--- config.mk ---
export PLATFORM = sky130hd
export DESIGN_NAME = mem_port_arbiter
export DESIGN_NICKNAME = d
export VERILOG_FILES = /design/src/rtl/riscv_pkg.sv /design/src/rtl/mem_arb_starve_ctr.sv /design/src/rtl/mem_port_arbiter.sv
export SDC_FILE = /design/constraint.sdc
export NUM_CORES = 1
export LEC_CHECK = 0
export CORE_AREA = 8 8 101 103
export DETAILED_ROUTE_END_ITERATION = 7
export DIE_AREA = 0 0 109 111
export GPL_TIMING_DRIVEN = 0
export PLACE_DENSITY = 0.83
export SYNTH_ARGS = -nofsm -noshare
export SYNTH_HDL_FRONTEND = slang
export SYNTH_SLANG_ARGS = --single-unit
--- constraint.sdc ---
create_clock -name clk -period 1.9 [get_ports clk]
set_input_delay 0.57 -clock clk [delete_from_list [all_inputs] [get_ports clk]]
set_output_delay 0.57 -clock clk [all_outputs]
set_load 0.005 [all_outputs]
--- src/rtl/riscv_pkg.sv ---
// Shared core definitions: data width plus the memory-port arbiter's state,
// owner encodings and latency ceiling.
package riscv_pkg;

    localparam int XLEN                = 32;
    localparam int MEM_ARB_MAX_LATENCY = 8;

    typedef enum logic {
        IDLE = 1'b0,
        BUSY = 1'b1
    } mem_arb_state_t;

    typedef enum logic [1:0] {
        NONE = 2'd0,
        I    = 2'd1,
        D    = 2'd2
    } mem_arb_owner_t;

endpackage

--- src/rtl/mem_arb_starve_ctr.sv ---
// Saturating count of consecutive fetch denials. o_sat tells the arbiter
// that fetch has waited long enough and must win the next grant slot.
// LIMIT must be at least 1.
module mem_arb_starve_ctr #(
    parameter int LIMIT = 4
) (
    input  logic clk,
    input  logic reset,
    input  logic i_inc,
    input  logic i_clr,
    output logic o_sat
);

    localparam int            W   = $clog2(LIMIT + 1);
    localparam logic [W-1:0]  LIM = W'(LIMIT);

    logic [W-1:0] r_cnt;

    // Clear on a fetch grant, otherwise count denials up to LIMIT and hold.
    always_ff @(posedge clk or negedge reset) begin
        if (!reset) begin
            r_cnt <= '0;
        end else if (i_clr) begin
            r_cnt <= '0;
        end else if (i_inc && (r_cnt != LIM)) begin
            r_cnt <= r_cnt + 1'b1;
        end
    end

    assign o_sat = (r_cnt == LIM);

endmodule

--- src/rtl/mem_port_arbiter.sv ---
// Arbitrates one fixed-latency, single-ported memory between instruction
// fetch (i_*) and data access (d_*). Data wins ties; one transaction is in
// flight at a time, and a new grant may overlap the previous response cycle.
// Build option: MEM_ARB_STARVE_GUARD_EN forces a fetch grant after
// STARVE_LIMIT consecutive fetch denials.
module mem_port_arbiter
    import riscv_pkg::*;
#(
    parameter int MEM_LATENCY  = 2,
    parameter int STARVE_LIMIT = 4
) (
    input  logic            clk,
    input  logic            reset,
    input  logic            i_req,
    input  logic [XLEN-1:0] i_addr,
    output logic            i_gnt,
    output logic            i_rvalid,
    output logic [XLEN-1:0] i_rdata,
    input  logic            d_req,
    input  logic            d_we,
    input  logic [XLEN-1:0] d_addr,
    input  logic [XLEN-1:0] d_wdata,
    input  logic [3:0]      d_be,
    output logic            d_gnt,
    output logic            d_rvalid,
    output logic [XLEN-1:0] d_rdata,
    output logic            mem_req,
    output logic            mem_we,
    output logic [XLEN-1:0] mem_addr,
    output logic [XLEN-1:0] mem_wdata,
    output logic [3:0]      mem_be,
    input  logic [XLEN-1:0] mem_rdata,
    output logic            busy
);

    localparam int            CW       = $clog2(MEM_LATENCY) + 1;
    localparam logic [CW-1:0] CNT_INIT = CW'(MEM_LATENCY - 1);

    if (MEM_LATENCY < 1 || MEM_LATENCY > MEM_ARB_MAX_LATENCY || STARVE_LIMIT < 1) begin : g_param_check
        $error("mem_port_arbiter: illegal MEM_LATENCY or STARVE_LIMIT");
    end

    mem_arb_state_t  r_state;
    mem_arb_owner_t  r_owner;
    logic [CW-1:0]   r_cnt;
    logic            r_store;

    logic w_can_grant;
    logic w_resp;
    logic w_starve_force;
    logic w_grant_d;
    logic w_grant_i;

    // A slot opens when idle or in the last cycle of the current transaction;
    // reset low closes it so grants are masked during reset.
    assign w_can_grant = reset && ((r_state == IDLE) || (r_cnt == '0));
    assign w_resp      = reset && (r_state == BUSY) && (r_cnt == '0);
    assign w_grant_d   = w_can_grant && d_req && !w_starve_force;
    assign w_grant_i   = w_can_grant && i_req && (!d_req || w_starve_force);

`ifdef MEM_ARB_STARVE_GUARD_EN
    logic w_starve_inc;
    logic w_starve_sat;

    // A denial counts only when fetch was asking and data took the slot.
    assign w_starve_inc = i_req && w_grant_d;

    mem_arb_starve_ctr #(
        .LIMIT (STARVE_LIMIT)
    ) u_starve_ctr (
        .clk   (clk),
        .reset (reset),
        .i_inc (w_starve_inc),
        .i_clr (w_grant_i),
        .o_sat (w_starve_sat)
    );

    assign w_starve_force = w_starve_sat && i_req;
`else
    assign w_starve_force = 1'b0;
`endif

    // Transaction FSM: a grant (re)arms the latency counter; with no new
    // grant the response cycle returns to IDLE.
    always_ff @(posedge clk or negedge reset) begin
        if (!reset) begin
            r_state <= IDLE;
            r_owner <= NONE;
            r_cnt   <= '0;
            r_store <= 1'b0;
        end else if (w_grant_d || w_grant_i) begin
            r_state <= BUSY;
            r_owner <= w_grant_d ? D : I;
            r_cnt   <= CNT_INIT;
            r_store <= w_grant_d && d_we;
        end else if (r_state == BUSY) begin
            if (r_cnt != '0) begin
                r_cnt <= r_cnt - 1'b1;
            end else begin
                r_state <= IDLE;
                r_owner <= NONE;
                r_store <= 1'b0;
            end
        end
    end

    // Grant, memory command and response routing; everything idles at 0.
    always_comb begin
        i_gnt     = w_grant_i;
        d_gnt     = w_grant_d;
        mem_req   = 1'b0;
        mem_we    = 1'b0;
        mem_addr  = '0;
        mem_wdata = '0;
        mem_be    = 4'b0000;
        i_rvalid  = 1'b0;
        i_rdata   = '0;
        d_rvalid  = 1'b0;
        d_rdata   = '0;

        if (w_grant_d) begin
            mem_req   = 1'b1;
            mem_we    = d_we;
            mem_addr  = d_addr;
            mem_wdata = d_wdata;
            mem_be    = d_be;
        end else if (w_grant_i) begin
            mem_req   = 1'b1;
            mem_addr  = i_addr;
            mem_be    = 4'b1111;
        end

        if (w_resp) begin
            if (r_owner == I) begin
                i_rvalid = 1'b1;
                i_rdata  = mem_rdata;
            end else if (r_owner == D) begin
                d_rvalid = 1'b1;
                d_rdata  = r_store ? '0 : mem_rdata;
            end
        end
    end

    assign busy = reset && (r_state == BUSY);

endmodule

==> flow_metrics.env, run 1 <==
export IMPL_avgSynthCellArea_sq_um=6.57
export IMPL_start_util_pct=17.4
export IMPL_drive_above_1_share_pct=65.8
export IMPL_coreArea_sq_um=8550
export IMPL_p_leak_nw=2.57
export IMPL_critical_path_required_ns=1.33
export IMPL_die_height_microns=111
export IMPL_ys_warnings_count=0
export IMPL_setup_viol=137
export IMPL_place_ws_ns=-1.52
export IMPL_port_buffers=275
export IMPL_cts_root_buf="clkbuf_8"
export IMPL_grt_antenna_before_repair=1
export IMPL_seq_area_frac_synth_pct=10.1
export IMPL_first_pass_iters=4
export IMPL_drtAntennaViolNets=0
export IMPL_tightest_slew_ns=0.337
export IMPL_synth_edf_count=0
export IMPL_routed_top_layer="met4"
export IMPL_wl_met1_mm=4.26
export IMPL_clock_skew_ns=0.000207
export IMPL_drt_wl_total_mm=13.1
export IMPL_cts_buffer_depth=2
export IMPL_power_density_nw_per_um2=549
export IMPL_dr_total_vias=2971
export IMPL_grt_max_degree=13
export IMPL_drt_iter0_markers=97
export IMPL_hold_path_class="input port to async pin"
export IMPL_rows=34
export IMPL_die_area_sq_um=12100
export IMPL_grt_usage_pct=18.5
export IMPL_post_drt_wl_per_cell_microns=19.9
export IMPL_whs_ns=0.150
export IMPL_critPathKind="flip-flop to output pin"
export IMPL_synth_cell_types=28
export IMPL_ys_top_cells_by_area="and2_1, a22oi_1, dfrtp_1"
export IMPL_clock_sinks=6
export IMPL_grt_setup_unrepaired="true"
export IMPL_place_gp_congestion=0.755
export IMPL_layout_setup_ws_ns=-0.476
export IMPL_r2r_cells=7
export IMPL_design_area_sq_um=5680
export IMPL_dpl_cell_area_sq_um=4430
export IMPL_syn_to_final_growth_pct=282
export IMPL_async_flop_share_pct=100
export IMPL_startpoint_type="flip-flop"
export IMPL_via_per_inst=4.49
export IMPL_crit_start="r_cnt[1]"
export IMPL_drcViolationCount=0
export IMPL_violations="setup timing"
export IMPL_clkLatencyLatePin_ns=0.22
export IMPL_synth_top_area_cell="and2_1"
export IMPL_synthFlopType="dfrtp_1"
export IMPL_cap_violations=0
export IMPL_syn_inst=226
export IMPL_dr_wl_met3_mm=1.49
export IMPL_r2r_start="r_cnt[1]"
export IMPL_hold_buffers=0
export IMPL_peakVddDrop_mv=0.434
export IMPL_cts_tree="built"
export IMPL_synth_most_common_cell="and2_1"
export IMPL_hold_violations=0
export IMPL_synth_top_area_share_pct=41.3
export IMPL_period_minus_slack_ns=2.38
export IMPL_htree_levels=1
export IMPL_met2_length_mm=7.03
export IMPL_timing_final_crit_share_pct=125
export IMPL_max_slew_margin_rel_pct=77.5
export IMPL_crit_fanout=6
export IMPL_outcome="finished with violations"
export IMPL_crit_arrival_ns=1.81
export IMPL_hpwl_mm=10.0
export IMPL_grt_pass1_wl_mm=17.9
export IMPL_cts_buffers=3
export IMPL_slew_viol_final=0
export IMPL_syn_num_nets=364
export IMPL_overflow=0
export IMPL_final_setup_tns_ns=-48.36
export IMPL_die_x_microns=109
export IMPL_cp_end_kind="output pin"
export IMPL_grt_pass1_vias=3211
export IMPL_rrSetupSlack_ns=0.44
export IMPL_timing_rr_end="r_owner[1]"
export IMPL_clk_pin_slew_worst_paths_ns=0.04
export IMPL_fmax_ghz=0.421
export IMPL_synthesis_area_sq_um=1490
export IMPL_synth_cells_most_frequent="and2_1, nor2_1, a22oi_1"
export IMPL_ys_ff_latch=6
export IMPL_nets=692
export IMPL_io_pins=276
## worst max-delay path, stage by stage, from the launching register on
cell,delay [ns]
dfrtp_1,0.38
inv_2,0.07
ha_4,0.15
nand3_4,0.09
nor4b_4,0.27
buf_6,0.16
buf_6,0.12
buf_6,0.11
and2_4,0.13
buf_6,0.09
## power by group
part | internal (mW) | switching [mW] | leakage, nW
sequential | 0.186 | 0.0672 | 0.0726
combinational | 1.66 | 1.02 | 2.48
clock | 0.136 | 0.0539 | 0.0216
## flip-flops by register name, summed over array words and instances, names as in the netlist
| signal | cells |
|---|---|
| r_owner | 2 |
| r_cnt | 2 |
| r_store | 1 |
| r_state | 1 |
## how the worst max path moves through the flow
stage | endpoint | slack, ns
after floorplan | mem_addr[15] | -0.01
after global placement | d_rdata[12] | -1.50
after detailed placement | d_rdata[28] | -1.52
after CTS | d_rdata[4] | -0.46
after global routing | d_rdata[28] | -0.57
final | d_rdata[28] | -0.48
## layer usage
layer | up-vias | track usage, %
li1 | 1398 | -
met4 | 0 | 4.38
met3 | 26 | 5.87
met5 | - | 0
met2 | 192 | 36.6
met1 | 1355 | 17.4
## cell usage in the layout, fill, tap and decap left out, types with 2 or more instances in the layout
cell type        synthesis  layout
buf_6                    3     146
clkdlybuf4s50_1          0     133
and2_4                   0      87
buf_2                   10      36
nor2_4                   0      31
a22oi_1                 32      20
a22oi_2                  0      12
and2_1                  98      11
buf_4                    0      11
clkbuf_8                 0       8
dfrtp_1                  6       5
buf_12                   0       4
clkbuf_16                0       4
nor2_2                   0       4
nor2_1                  39       4
buf_8                    0       3
a21oi_1                  4       3
inv_2                    0       2
nand2_1                  3       2
o21ai_0                  3       2
## layout make-up
| class | instances | area [sq um] |
|---|---|---|
| inverters | 2 | 7.51 |
| diodes | 1 | 2.50 |
| clock buffers | 3 | 41.3 |
| flip-flops and latches | 6 | 151 |
| fillers | 631 | 2870 |
| plain buffers | 21 | 278 |
| repair buffers | 324 | 3280 |
| multi-input cells | 196 | 1790 |
| well taps | 108 | 135 |
## kinds of logic (layout without fill, tap and decap cells)
| group | after synthesis | in the layout | share of synthesized area, % |
|---|---|---|---|
| flops | 6 | 6 | 10.1 |
| compound gates | 43 | 43 | 20.6 |
| other cells | 0 | 1 | 0 |
| fa+ha+maj | 1 | 1 | 0.842 |
| buf+inv | 24 | 350 | 8.43 |
| simple gates | 151 | 151 | 59.2 |
| mux | 1 | 1 | 0.758 |
## per-stage QoR
stage,total power [mW],utilization (%),std cells
after floorplan,0.876,-,226
after global placement,1.83,51.8,609
after detailed placement,1.86,51.8,609
after CTS,2.48,57.7,649
after global routing,3.32,66.4,661
final,3.12,66.4,661
## timing repair
action	in CTS	in global routing
endpoints found under the setup margin	142	138
buffers inserted	29	12
gates cloned	8	3
pin swaps	64	54
resized for setup	750	169
Note: power is estimated with default switching activity, not from simulation.
==> run 2: changes to the inputs <==
SETUP_SLACK_MARGIN = 0.2   (was unset)
==> flow_metrics.env, run 2 (synthesized netlist as in run 1, its figures left out) <==
export IMPL_nets=708
export IMPL_cp_cell_sequence="inv_2 > ha_4 > nand3_4 > nor4b_4 > buf_4 > buf_6 > buf_6 > buf_6 > and2_1 > buf_2"
export IMPL_grt_usage_pct=19.7
export IMPL_cpMostUsedCell="buf_6"
export IMPL_grt_pass1_vias=3460
export IMPL_top_regs="r_cnt x2, r_owner x2"
export IMPL_critical_path_required_ns=1.33
export IMPL_cts_tree="built"
export IMPL_drtAntennaViolNets=0
export IMPL_slew_viol_final=0
export IMPL_hold_path_class="input port to async pin"
export IMPL_start_util_pct=17.4
export IMPL_clk_pin_slew_worst_paths_ns=0.04
export IMPL_drt_wl_total_mm=13.6
export IMPL_period_minus_slack_ns=2.47
export IMPL_clkLatencyLatePin_ns=0.23
export IMPL_use_met3_pct=5.81
export IMPL_regArea_sq_um=151
export IMPL_top_usage_layer="met2"
export IMPL_total_power_mw=3.41
export IMPL_port_buffers=275
export IMPL_timing_final_crit_share_pct=130
export IMPL_dpl_cell_area_sq_um=4690
export IMPL_tightest_slew_ns=0.292
export IMPL_coreArea_sq_um=8550
export IMPL_overflow=0
export IMPL_htree_levels=1
export IMPL_die_x_microns=109
export IMPL_outcome="finished with violations"
export IMPL_die_height_microns=111
export IMPL_grt_max_degree=13
export IMPL_dr_total_vias=3072
export IMPL_max_slew_margin_rel_pct=80.4
export IMPL_grt_antenna_before_repair=3
export IMPL_timing_rr_end="r_owner[1]"
export IMPL_peakVddDrop_mv=0.485
export IMPL_crit_arrival_ns=1.90
export IMPL_place_gp_congestion=0.868
export IMPL_setup_viol=138
export IMPL_final_cell_mix="buf_6, clkdlybuf4s50_1, and2_4"
export IMPL_hold_buffers=0
export IMPL_crit_fanout=5
export IMPL_layout_setup_ws_ns=-0.567
export IMPL_final_setup_tns_ns=-49.42
export IMPL_hold_violations=0
export IMPL_cts_buffer_depth=2
export IMPL_fmax_ghz=0.405
export IMPL_clock_skew_ns=0.00288
export IMPL_startpoint_type="flip-flop"
export IMPL_grt_setup_unrepaired="true"
export IMPL_cts_buffers=3
export IMPL_r2r_cells=9
export IMPL_drive_above_1_share_pct=71.0
export IMPL_die_area_sq_um=12100
export IMPL_cpMaxStageDelayCell="dfrtp_1"
export IMPL_via_per_inst=4.53
export IMPL_io_pins=276
export IMPL_whs_ns=0.149
export IMPL_clock_sinks=6
export IMPL_post_drt_wl_per_cell_microns=20.1
export IMPL_violations="setup timing"
export IMPL_syn_to_final_growth_pct=304
export IMPL_cp_end_kind="output pin"
export IMPL_met2_usage_pct=37.1
export IMPL_cap_violations=0
export IMPL_hpwl_mm=9.96
export IMPL_critPathKind="flip-flop to output pin"
export IMPL_r2r_start="r_cnt[1]"
export IMPL_first_pass_iters=4
export IMPL_use_met1_pct=19.8
export IMPL_p_leak_nw=2.69
export IMPL_drt_iter0_markers=99
export IMPL_rrSetupSlack_ns=0.28
export IMPL_slowest_delay_ns=0.37
export IMPL_power_density_nw_per_um2=569
export IMPL_grt_pass1_wl_mm=19.1
export IMPL_drcViolationCount=0
export IMPL_multi_input_area_sq_um=1900
export IMPL_dp_cells=609
export IMPL_cts_root_buf="clkbuf_8"
export IMPL_mostFrequentLayoutCell="buf_6"
export IMPL_design_area_sq_um=6000
export IMPL_rows=34
export IMPL_instances_no_fill=678
export IMPL_fillers=589
-- run 2: changes by cell type in the layout (fill, tap and decap cells not counted), moves of 2 or more --
cell	before	now
a21oi_1	3	0
a21oi_2	1	4
a22oi_1	20	3
a22oi_2	12	29
and2_1	11	9
and2_4	87	89
buf_12	4	6
buf_16	0	3
buf_2	36	34
buf_4	11	17
buf_6	146	156
clkbuf_16	4	2
clkbuf_4	1	3
clkbuf_8	8	5
-- run 2: critical path: cells and delay by family, from the launching register on --
family                     cells  cell delay (ns)
buffers and inverters          6             0.70
and+or+nand+nor                3             0.44
DFF                            1             0.37
adders and majority gates      1             0.16
-- run 2: how the worst max path moves through the flow --
stage	startpoint	to	slack, ns	cells after the start
final	r_cnt[0]	d_rdata[26]	-0.57	10
after global routing	r_cnt[0]	d_rdata[26]	-0.64	10
after CTS	r_cnt[1]	d_rdata[28]	-0.51	10
after detailed placement	reset	d_rdata[16]	-1.56	6
after global placement	reset	d_rdata[16]	-1.53	6
after floorplan	r_cnt[1]	d_rdata[12]	-0.004	6
-- run 2: power by group --
group	total, mW	switching [mW]	internal [mW]
registers	0.251	0.0648	0.186
logic	2.97	1.11	1.86
clock network	0.195	0.0582	0.136
-- run 2: area by class of cell --
class	instances	area share, %
repair buffers	339	57.6
clock buffers	3	0.689
flip-flops and latches	6	2.52
plain buffers	22	5.05
inverters	2	0.125
diodes	2	0.0835
multi-input cells	196	31.6
well taps	108	2.25
-- run 2: routing by layer --
metal | up-vias | wire length, microns
met3 | 31 | 1220
met2 | 182 | 7360
met4 | 2 | 437
met5 | - | 13
li1 | 1439 | -
met1 | 1418 | 4560
-- run 2: repair_timing --
item	4_1_cts	5_1_grt
buffers inserted	42	9
endpoints found under the setup margin	145	139
gates resized for setup	755	132
pin swaps	68	17
cloned	12	1
-- run 2: through the flow --
stage,util (%),worst slack [ns]
2_1_floorplan,-,-0.00438
3_3_place_gp,54.8,-1.53
3_5_place_dp,54.8,-1.56
4_1_cts,62.7,-0.509
5_1_grt,70.1,-0.638
6_report,70.1,-0.567
==> variant: new RTL, settings of run 2 <==
The option `MEM_ARB_STARVE_GUARD_EN` is turned on by a define.
--- a/src/rtl/mem_port_arbiter.sv
+++ b/src/rtl/mem_port_arbiter.sv
@@ -4,4 +4,6 @@
 // Build option: MEM_ARB_STARVE_GUARD_EN forces a fetch grant after
 // STARVE_LIMIT consecutive fetch denials.
+`define MEM_ARB_STARVE_GUARD_EN
+
 module mem_port_arbiter
     import riscv_pkg::*;
Function: changed (Yosys sat finds a counterexample within 10 cycles, from zero or initial values and one cycle with reset low).
==> variant against run 2 <==
The flow still finishes with violations (setup timing); non-clock buffer count grew 32; clock skew fell by 0.0013 ns; total power increased by 28%; register-to-register slack got worse by 0.69 ns; first-iteration DRC count shrank 3.0%; setup slack better by 0.024 ns; die area is the same; design area up 12%; wire length up 11%; sequential cell count up 3; synthesized area up 23%; critical path depth fell by 1; highest routed layer is now met4.
==> variant: results (changes against run 2) <==
* Fillcell total at 535 (-9.2%)
* Routability Congestion at 0.870 (+0.24%)
* Seq/Total Area, Yosys at 0.123 (+0.0218)
* Leak pwr at 0.00304 uW (+13%)
* Avg Inst Size Synth at 6.39 um2 (-2.8%)
* Final Skew at 0.00157 ns (-0.00131 ns)
* Reg2reg end: r_store
* Worst slack, placed at -1.71 ns (-0.148 ns)
* Worst R2R Path Depth at 13 (+4)
* Vias in the first global route at 3,851 (+11%)
* Maximum number of pins on one net before global-route repair at 11 (-2)
* Setup ws final at -0.544 ns (+0.0235 ns)
* Overall global routing resource usage at 0.219 (+0.0212)
* Worst R2R Setup Slack at -0.41 ns (-0.69 ns)
* Final Setup Violations at 142 (+2.9%)
* Number of port buffers at 274 (-0.36%)
* Top flop regs: u_starve_ctr.r_cnt (3), r_cnt (2), r_owner (2)
* Worst Path Arrival at 1.87 ns (-0.03 ns)
* Routed via count at 3,625 (+18%)
* Via/cell ratio at 4.74 (+4.7%)
* # diodes at 0 (-2)
* Failing checks: setup timing
* Hold_ws at 0.245 ns (+0.0952 ns)
* RR Startpoint: r_cnt[0]
* Inst Count DP at 669 (+9.9%)
* Status: finished with violations
* Worst-margin pin slew at 0.336 ns (+0.0446 ns)
* Worst stage delay on the critical path at 0.39 ns (+0.02 ns)
* Crit path max fanout at 7 (+2)
* DR iter-0 viols at 96 (-3.0%)
* Synth unique cells at 32 (+14%)
* Layout Nets at 797 (+13%)
* Synth Net Count at 427 (+17%)
* Aggregate negative setup slack at -59.51 ns (-10.09 ns)
variant: logic make-up (layout without fill, tap and decap cells):
kind of cell,after synthesis,count (layout),synth area share
AOI/OAI and AO/OA,46,46,0.139
adders and majority gates,3,3,0.0205
buffers and inverters,35,403,0.102
DFF,9,9,0.123
muxes,1,1,0.00614
and+or+nand+nor,193,194,0.610
variant: power breakdown:
group	internal (uW)	switching, uW
Combinational	2230	1510
Sequential	286	119
Clock	146	78.0
variant: area by class of cell:
class	instances	area, um2	share of cell area
Timing Repair Buffer	364	3640	0.542
Multi-Input combinational cell	244	2280	0.339
Buffer	29	368	0.0548
Sequential cell	9	226	0.0337
Tap cell	108	135	0.0201
Clock buffer	4	45.0	0.00671
Inverter	6	22.5	0.00335
variant: worst max path at each step:
stage | start | end | slack (ns) | depth (start not counted)
floorplan | reset | mem_wdata[14] | -0.02 | 5
global placement | reset | i_rdata[16] | -1.64 | 7
detailed placement | reset | i_rdata[15] | -1.71 | 7
CTS | r_cnt[0] | d_rdata[10] | -0.47 | 10
global route | r_cnt[0] | i_rdata[6] | -0.60 | 9
finish | r_cnt[0] | i_rdata[18] | -0.54 | 9
variant: routing by layer:
metal / GRT usage / share of wire / up-vias
met1: 0.217 / 0.35 / 1713
met2: 0.418 / 0.54 / 185
li1: - / - / 1711
met4: 0.0457 / 0.017 / 0
met5: 0 / 0 / -
met3: 0.0738 / 0.094 / 16
variant: repair_timing:
action	4_1_cts	5_1_grt
buffers inserted	60	16
pin swaps	82	57
gates resized for setup	758	148
setup endpoints to repair	148	144
cloned	15	0
